<file path="src/rtl/approx_err_sweeper_if.sv">
// Bus between the error sweeper and the exact/approximate circuit pair under evaluation.
// ERR_SWEEP_SUM_EN adds the err_sum result word.
interface approx_err_sweeper_if #(
  parameter int IN_W  = 4,
  parameter int OUT_W = 3
);
  logic               start;
  logic [IN_W-1:0]    vec_out;
  logic [OUT_W-1:0]   exact_in;
  logic [OUT_W-1:0]   approx_in;
  logic               busy;
  logic               done;
  logic               pass;
  logic [OUT_W-1:0]   max_err;
  logic [IN_W:0]      fail_count;
  logic [IN_W-1:0]    first_fail_vec;
  logic               first_fail_valid;
`ifdef ERR_SWEEP_SUM_EN
  logic [OUT_W+IN_W-1:0] err_sum;
`endif

  // Sweeper side: drives vectors and results, reads the circuit outputs.
  modport master (
`ifdef ERR_SWEEP_SUM_EN
    output err_sum,
`endif
    input  start, exact_in, approx_in,
    output vec_out, busy, done, pass, max_err, fail_count,
           first_fail_vec, first_fail_valid
  );

  // Environment side: the circuits under test plus whoever starts the sweep.
  modport slave (
`ifdef ERR_SWEEP_SUM_EN
    input  err_sum,
`endif
    output start, exact_in, approx_in,
    input  vec_out, busy, done, pass, max_err, fail_count,
           first_fail_vec, first_fail_valid
  );
endinterface

</file>
<file path="src/rtl/approx_err_sweeper.sv">
// Exhaustive error sweeper: drives all 2^IN_W vectors, tracks max abs error and failures above ET.
// Optional ERR_SWEEP_SUM_EN adds a running sum of all per-vector errors.
module approx_err_sweeper #(
  parameter int IN_W  = 4,
  parameter int OUT_W = 3,
  parameter int ET    = 2
) (
  input  logic clk,
  input  logic rst,
  approx_err_sweeper_if.master bus
);

  typedef enum logic [1:0] {IDLE, SWEEP, DRAIN, DONE} state_t;

  localparam logic [IN_W-1:0] LAST_VEC = '1;
  localparam logic [31:0]     ET_U     = 32'(ET);

  state_t             r_state;
  state_t             w_nextState;
  logic               w_startAccept;
  logic               w_busy;
  logic               w_done;

  logic [IN_W-1:0]    r_vec;
  logic [OUT_W-1:0]   r_diff;
  logic               r_valid;
  logic [IN_W-1:0]    r_tag;

  logic [OUT_W-1:0]   r_maxErr;
  logic [IN_W:0]      r_failCount;
  logic [IN_W-1:0]    r_firstFailVec;
  logic               r_firstFailValid;
  logic               r_pass;

  logic [OUT_W-1:0]   w_absDiff;
  logic               w_vecFails;
  logic [IN_W:0]      w_failCountNext;

  always_ff @(posedge clk) begin
    if (rst) r_state <= IDLE;
    else     r_state <= w_nextState;
  end

  // start is only honoured in IDLE, so holding it high never queues a second sweep.
  always_comb begin
    w_nextState   = r_state;
    w_startAccept = 1'b0;
    w_busy        = 1'b0;
    w_done        = 1'b0;
    case (r_state)
      IDLE: begin
        if (bus.start) begin
          w_nextState   = SWEEP;
          w_startAccept = 1'b1;
        end
      end
      SWEEP: begin
        w_busy = 1'b1;
        if (r_vec == LAST_VEC) w_nextState = DRAIN;
      end
      DRAIN: begin
        w_busy      = 1'b1;
        w_nextState = DONE;
      end
      DONE: begin
        w_done      = 1'b1;
        w_nextState = IDLE;
      end
      default: w_nextState = IDLE;
    endcase
  end

  always_comb begin
    if (bus.exact_in >= bus.approx_in) w_absDiff = bus.exact_in - bus.approx_in;
    else                               w_absDiff = bus.approx_in - bus.exact_in;
  end

  // Sample stage: the circuits see r_vec for a full cycle, the error is captured on the next edge.
  always_ff @(posedge clk) begin
    if (rst) begin
      r_vec   <= '0;
      r_diff  <= '0;
      r_valid <= 1'b0;
      r_tag   <= '0;
    end else begin
      r_valid <= 1'b0;
      if (w_startAccept) begin
        r_vec <= '0;
      end else if (r_state == SWEEP) begin
        r_diff  <= w_absDiff;
        r_valid <= 1'b1;
        r_tag   <= r_vec;
        r_vec   <= r_vec + 1'b1;
      end
    end
  end

  assign w_vecFails      = r_valid && (32'(r_diff) > ET_U);
  assign w_failCountNext = r_failCount + (IN_W+1)'(w_vecFails);

  // Accumulate stage; pass is taken from the count including the last vector, which lands in DRAIN.
  always_ff @(posedge clk) begin
    if (rst || w_startAccept) begin
      r_maxErr         <= '0;
      r_failCount      <= '0;
      r_firstFailVec   <= '0;
      r_firstFailValid <= 1'b0;
      r_pass           <= 1'b0;
    end else begin
      if (r_valid && (r_diff > r_maxErr)) r_maxErr <= r_diff;
      if (w_vecFails) begin
        r_failCount <= w_failCountNext;
        if (!r_firstFailValid) begin
          r_firstFailVec   <= r_tag;
          r_firstFailValid <= 1'b1;
        end
      end
      if (r_state == DRAIN) r_pass <= (w_failCountNext == '0);
    end
  end

`ifdef ERR_SWEEP_SUM_EN
  logic [OUT_W+IN_W-1:0] r_errSum;

  always_ff @(posedge clk) begin
    if (rst || w_startAccept) r_errSum <= '0;
    else if (r_valid)         r_errSum <= r_errSum + (OUT_W+IN_W)'(r_diff);
  end

  assign bus.err_sum = r_errSum;
`endif

  assign bus.vec_out          = r_vec;
  assign bus.busy             = w_busy;
  assign bus.done             = w_done;
  assign bus.pass             = r_pass;
  assign bus.max_err          = r_maxErr;
  assign bus.fail_count       = r_failCount;
  assign bus.first_fail_vec   = r_firstFailVec;
  assign bus.first_fail_valid = r_firstFailValid;

endmodule

</file>
<file path="src/flat_wrapper.sv">
// flat-port wrapper written by rule: the top's interface ports become plain ports
module approx_err_sweeper_flat 
#(
  parameter int IN_W  = 4,
  parameter int OUT_W = 3,
  parameter int ET    = 2
)
  (clk, rst, bus_start, bus_exact_in, bus_approx_in, bus_vec_out, bus_busy, bus_done, bus_pass, bus_max_err, bus_fail_count, bus_first_fail_vec, bus_first_fail_valid);
  approx_err_sweeper_if #(.IN_W(IN_W), .OUT_W(OUT_W)) bus_i ();
  input  logic clk;
  input  logic rst;
  input wire logic [$bits(bus_i.start)-1:0] bus_start;
  input wire logic [$bits(bus_i.exact_in)-1:0] bus_exact_in;
  input wire logic [$bits(bus_i.approx_in)-1:0] bus_approx_in;
  output wire logic [$bits(bus_i.vec_out)-1:0] bus_vec_out;
  output wire logic [$bits(bus_i.busy)-1:0] bus_busy;
  output wire logic [$bits(bus_i.done)-1:0] bus_done;
  output wire logic [$bits(bus_i.pass)-1:0] bus_pass;
  output wire logic [$bits(bus_i.max_err)-1:0] bus_max_err;
  output wire logic [$bits(bus_i.fail_count)-1:0] bus_fail_count;
  output wire logic [$bits(bus_i.first_fail_vec)-1:0] bus_first_fail_vec;
  output wire logic [$bits(bus_i.first_fail_valid)-1:0] bus_first_fail_valid;
  assign bus_i.start = bus_start;
  assign bus_i.exact_in = bus_exact_in;
  assign bus_i.approx_in = bus_approx_in;
  assign bus_vec_out = bus_i.vec_out;
  assign bus_busy = bus_i.busy;
  assign bus_done = bus_i.done;
  assign bus_pass = bus_i.pass;
  assign bus_max_err = bus_i.max_err;
  assign bus_fail_count = bus_i.fail_count;
  assign bus_first_fail_vec = bus_i.first_fail_vec;
  assign bus_first_fail_valid = bus_i.first_fail_valid;
  approx_err_sweeper #(.IN_W(IN_W), .OUT_W(OUT_W), .ET(ET)) u_core (.clk(clk), .rst(rst), .bus(bus_i));
endmodule
</file>
<file path="config.mk">
export PLATFORM = sky130hd
export DESIGN_NAME = approx_err_sweeper_flat
export DESIGN_NICKNAME = d
export VERILOG_FILES = /design/src/rtl/approx_err_sweeper_if.sv /design/src/rtl/approx_err_sweeper.sv /design/src/flat_wrapper.sv
export SDC_FILE = /design/constraint.sdc
export NUM_CORES = 1
export LEC_CHECK = 0
export ABC_CLOCK_PERIOD_IN_PS = 2000
export CAP_MARGIN = 20
export CORE_MARGIN = 2
export CORE_UTILIZATION = 24
export CTS_CLUSTER_DIAMETER = 80
export DETAILED_ROUTE_END_ITERATION = 8
export DONT_BUFFER_PORTS = 1
export SLEW_MARGIN = 15
export SYNTH_ARGS = -nofsm -noshare
export SYNTH_HDL_FRONTEND = slang
export SYNTH_SLANG_ARGS = --single-unit
</file>
<file path="constraint.sdc">
create_clock -name clk -period 2 [get_ports clk]
set_input_delay 0.3 -clock clk [delete_from_list [all_inputs] [get_ports clk]]
set_output_delay 0.3 -clock clk [all_outputs]
set_load 0.005 [all_outputs]
</file>
==> metrics <==
RSZ-0062 raised after global routing no; final wirelength 3000 um; largest area contributor in the netlist dfxtp_1; PD cells about 1100 nW/um2; drt pass-1 iters 4; Post-Synthesis Cells 161; fin crit share 0.899; clock latency on the worst-skew pair 0.28 ns; area share of the largest cell type after synthesis 0.386; Root Driver clkbuf_8; DR iter-0 viols 38; final core occ 0.278; vias in the first global route 1,042; cts bufs inserted 3; GRT Residual Overflow 0; Crit Reg-Reg Endpoint u_core.bus.fail_count[4]; Worst Tran Pin Value 0.644 ns; Leakage Power ~0.64 nW; synth unique cells 31; Critical Path Most Common Cell ha_1; dpl cells 236; Mapped Area 1450 um2; final hold violation count 0; Sum Neg Setup Slack 0 ns; worst vdd ir 0.323 mV; clock slew seen by the registers of the worst setup and hold paths 0.10 ns; Yosys reg bits 28; Core Area 5890 um2; floorplan row count 28; most area-consuming cells after synthesis dfxtp_1, ha_1, mux2i_1; setup violators final 0; die area about 6700 um2; R2R depth 9; most frequent cell after synthesis dfxtp_1; Bufs on Longest Clock Path 2; CTS tree yes; MaxCap Viol Count 0; Worst Skew 0.00768 ns; Period minus WS final 1.80 ns; r2r setup slk between 0.2 and 0.25 ns; crit end category register; Max FO, Critical Path 5; Hold Path End u_core.r_tag[1]; die height 81.8 um; final std cells w/o fill 241; # IOs 29; Primary FF master, synth dfxtp_1; die width between 80 and 90 um; worst path cell trace a21o_1 > nand2_1 > inv_1 > ha_1 > ha_1 > nand3_1 > nor3_1 > xnor2_1 > nor2_1; Area Growth Syn to Fin 12.7%; headroom to the max-slew limit 0.571; CP Class register to register; Post-synth ARST share 0; Startpoint Class register; Wirelength per Cell 12.5 um; worst hold path type input pin to register; hold_sp rst; Synth top cells by count dfxtp_1, nor2_1, ha_1, nand2_1, inv_1; I/O Buffers 0; Synth Area per Inst about 9 um2; Sinks on Clock Net 28; Final Max Slew Viols 0; vias per cell 4.48; critical path required time 2.16 ns; Arr. time, crit path 1.96 ns; GPL Wtd Cong between 0.7 and 0.8; vias post-DR 1,080; HPWL after DPL approximately 2400 um; crit-path max cell delay 0.40 ns; diodes inserted 0; Total GRT Usage 0.0991; Yosys warnings 0; Syn Nets 187; largest net degree at the start of global routing 17; hold path depth 1; CP delay by family, top simple AND/OR/NAND/NOR gates; drt drc 0; Max Freq 556 MHz; Slowest cell on crit path dfxtp_1; Hold Slack between 0.08 and 0.09 ns; CTS H-tree depth 1; status finished, final reports clean; Nets a little under 200; sequential fraction of the synthesis area 0.386; number of flops mapped to enable cells by yosys 0; initial antenna violation count 0; ANT nets after route 0; share of layout cells above drive strength 1 0.0663; post-cts sizing count 0; first-pass GRT wire length 5070 um; Starting Density 0.247; reg2reg start u_core.r_diff[0]; Worst Path Buf+Inv 1
## kinds of logic (layout without fill, tap and decap cells)
logic type / Yosys count / after routing / share of synthesized area
and+or+nand+nor: 53 / 53 / 0.171
DFF: 28 / 28 / 0.386
xor gates and xnor gates: 9 / 9 / 0.0542
adders and majority gates: 17 / 17 / 0.157
AOI/OAI and AO/OA: 26 / 26 / 0.111
buffers and inverters: 17 / 22 / 0.0456
muxes: 11 / 11 / 0.0757
## worst max path at each step
stage / slack [ns] / from / cells after the start / to
2_1_floorplan: 0.31 / u_core.r_diff[0] / 9 / u_core.bus.pass
3_3_place_gp: 0.27 / u_core.r_diff[2] / 9 / u_core.bus.pass
3_5_place_dp: 0.20 / u_core.r_diff[0] / 9 / u_core.bus.pass
4_1_cts: 0.17 / u_core.r_diff[0] / 9 / u_core.bus.pass
5_1_grt: 0.005 / u_core.r_diff[2] / 9 / u_core.bus.pass
6_report: 0.20 / u_core.r_diff[0] / 9 / u_core.bus.fail_count[4]
## layout make-up
| cell class | count | area, um2 |
|---|---|---|
| Fill cell | 656 | 4250 |
| Inverter | 13 | 48.8 |
| Clock buffer | 3 | 41.3 |
| Timing Repair Buffer | 5 | 37.5 |
| Sequential cell | 28 | 561 |
| Multi-Input combinational cell | 116 | 827 |
| Clock inverter | 1 | 30.0 |
| Tap cell | 75 | 93.8 |
## worst reg2reg max path, stage by stage, from the launching register on
cell     delay, ns
dfxtp_1       0.40
a21o_1        0.23
nand2_1       0.09
inv_1         0.08
ha_1          0.16
ha_1          0.20
nand3_1       0.12
nor3_1        0.21
xnor2_1       0.15
nor2_1        0.05
## layer usage
layer	GRT usage	up-vias	part of all wire
met3	0.0385	2	0.079
met4	0.0350	0	0.0063
met2	0.153	23	0.45
met1	0.126	499	0.46
met5	0	-	0
li1	-	556	-
## stage by stage
step	power, mW	worst slack (ns)	cell area (um2)
2_1_floorplan	1.15	0.312	1450
3_3_place_gp	1.29	0.272	1560
3_5_place_dp	1.31	0.201	1560
4_1_cts	1.76	0.171	1630
5_1_grt	1.88	0.00516	1640
6_report	1.75	0.203	1640
## flip-flops by register name, summed over array words and instances, names as in the netlist
name and cells:
u_core.r_valid 1, u_core.bus.first_fail_valid 1, u_core.bus.pass 1, u_core.r_diff 3
u_core.r_tag 4, u_core.r_state 2, u_core.bus.max_err 3, u_core.bus.first_fail_vec 4
u_core.bus.fail_count 5, u_core.bus.vec_out 4
## where the power goes
group	total (mW)	internal (mW)	switching (mW)
Combinational	0.594	0.268	0.327
Clock	0.445	0.268	0.177
Sequential	0.707	0.626	0.0810
## placed cells by master (no fill, tap or decap), types with 3 or more instances in the layout
cell	n
a21oi_1	10
ha_1	15
o21ai_0	5
nand2_1	14
xnor2_1	3
xor2_1	6
nor3_1	3
buf_4	5
dfxtp_1	28
mux2i_1	11
nand3_1	6
o21a_1	3
clkbuf_8	3
inv_1	13
nor2_1	17
## what timing repair did
item                       CTS  global route
hold buffers                 0             0
setup endpoints to repair    0             2
buffers inserted             0             1
(Power assumes the default switching activity.)
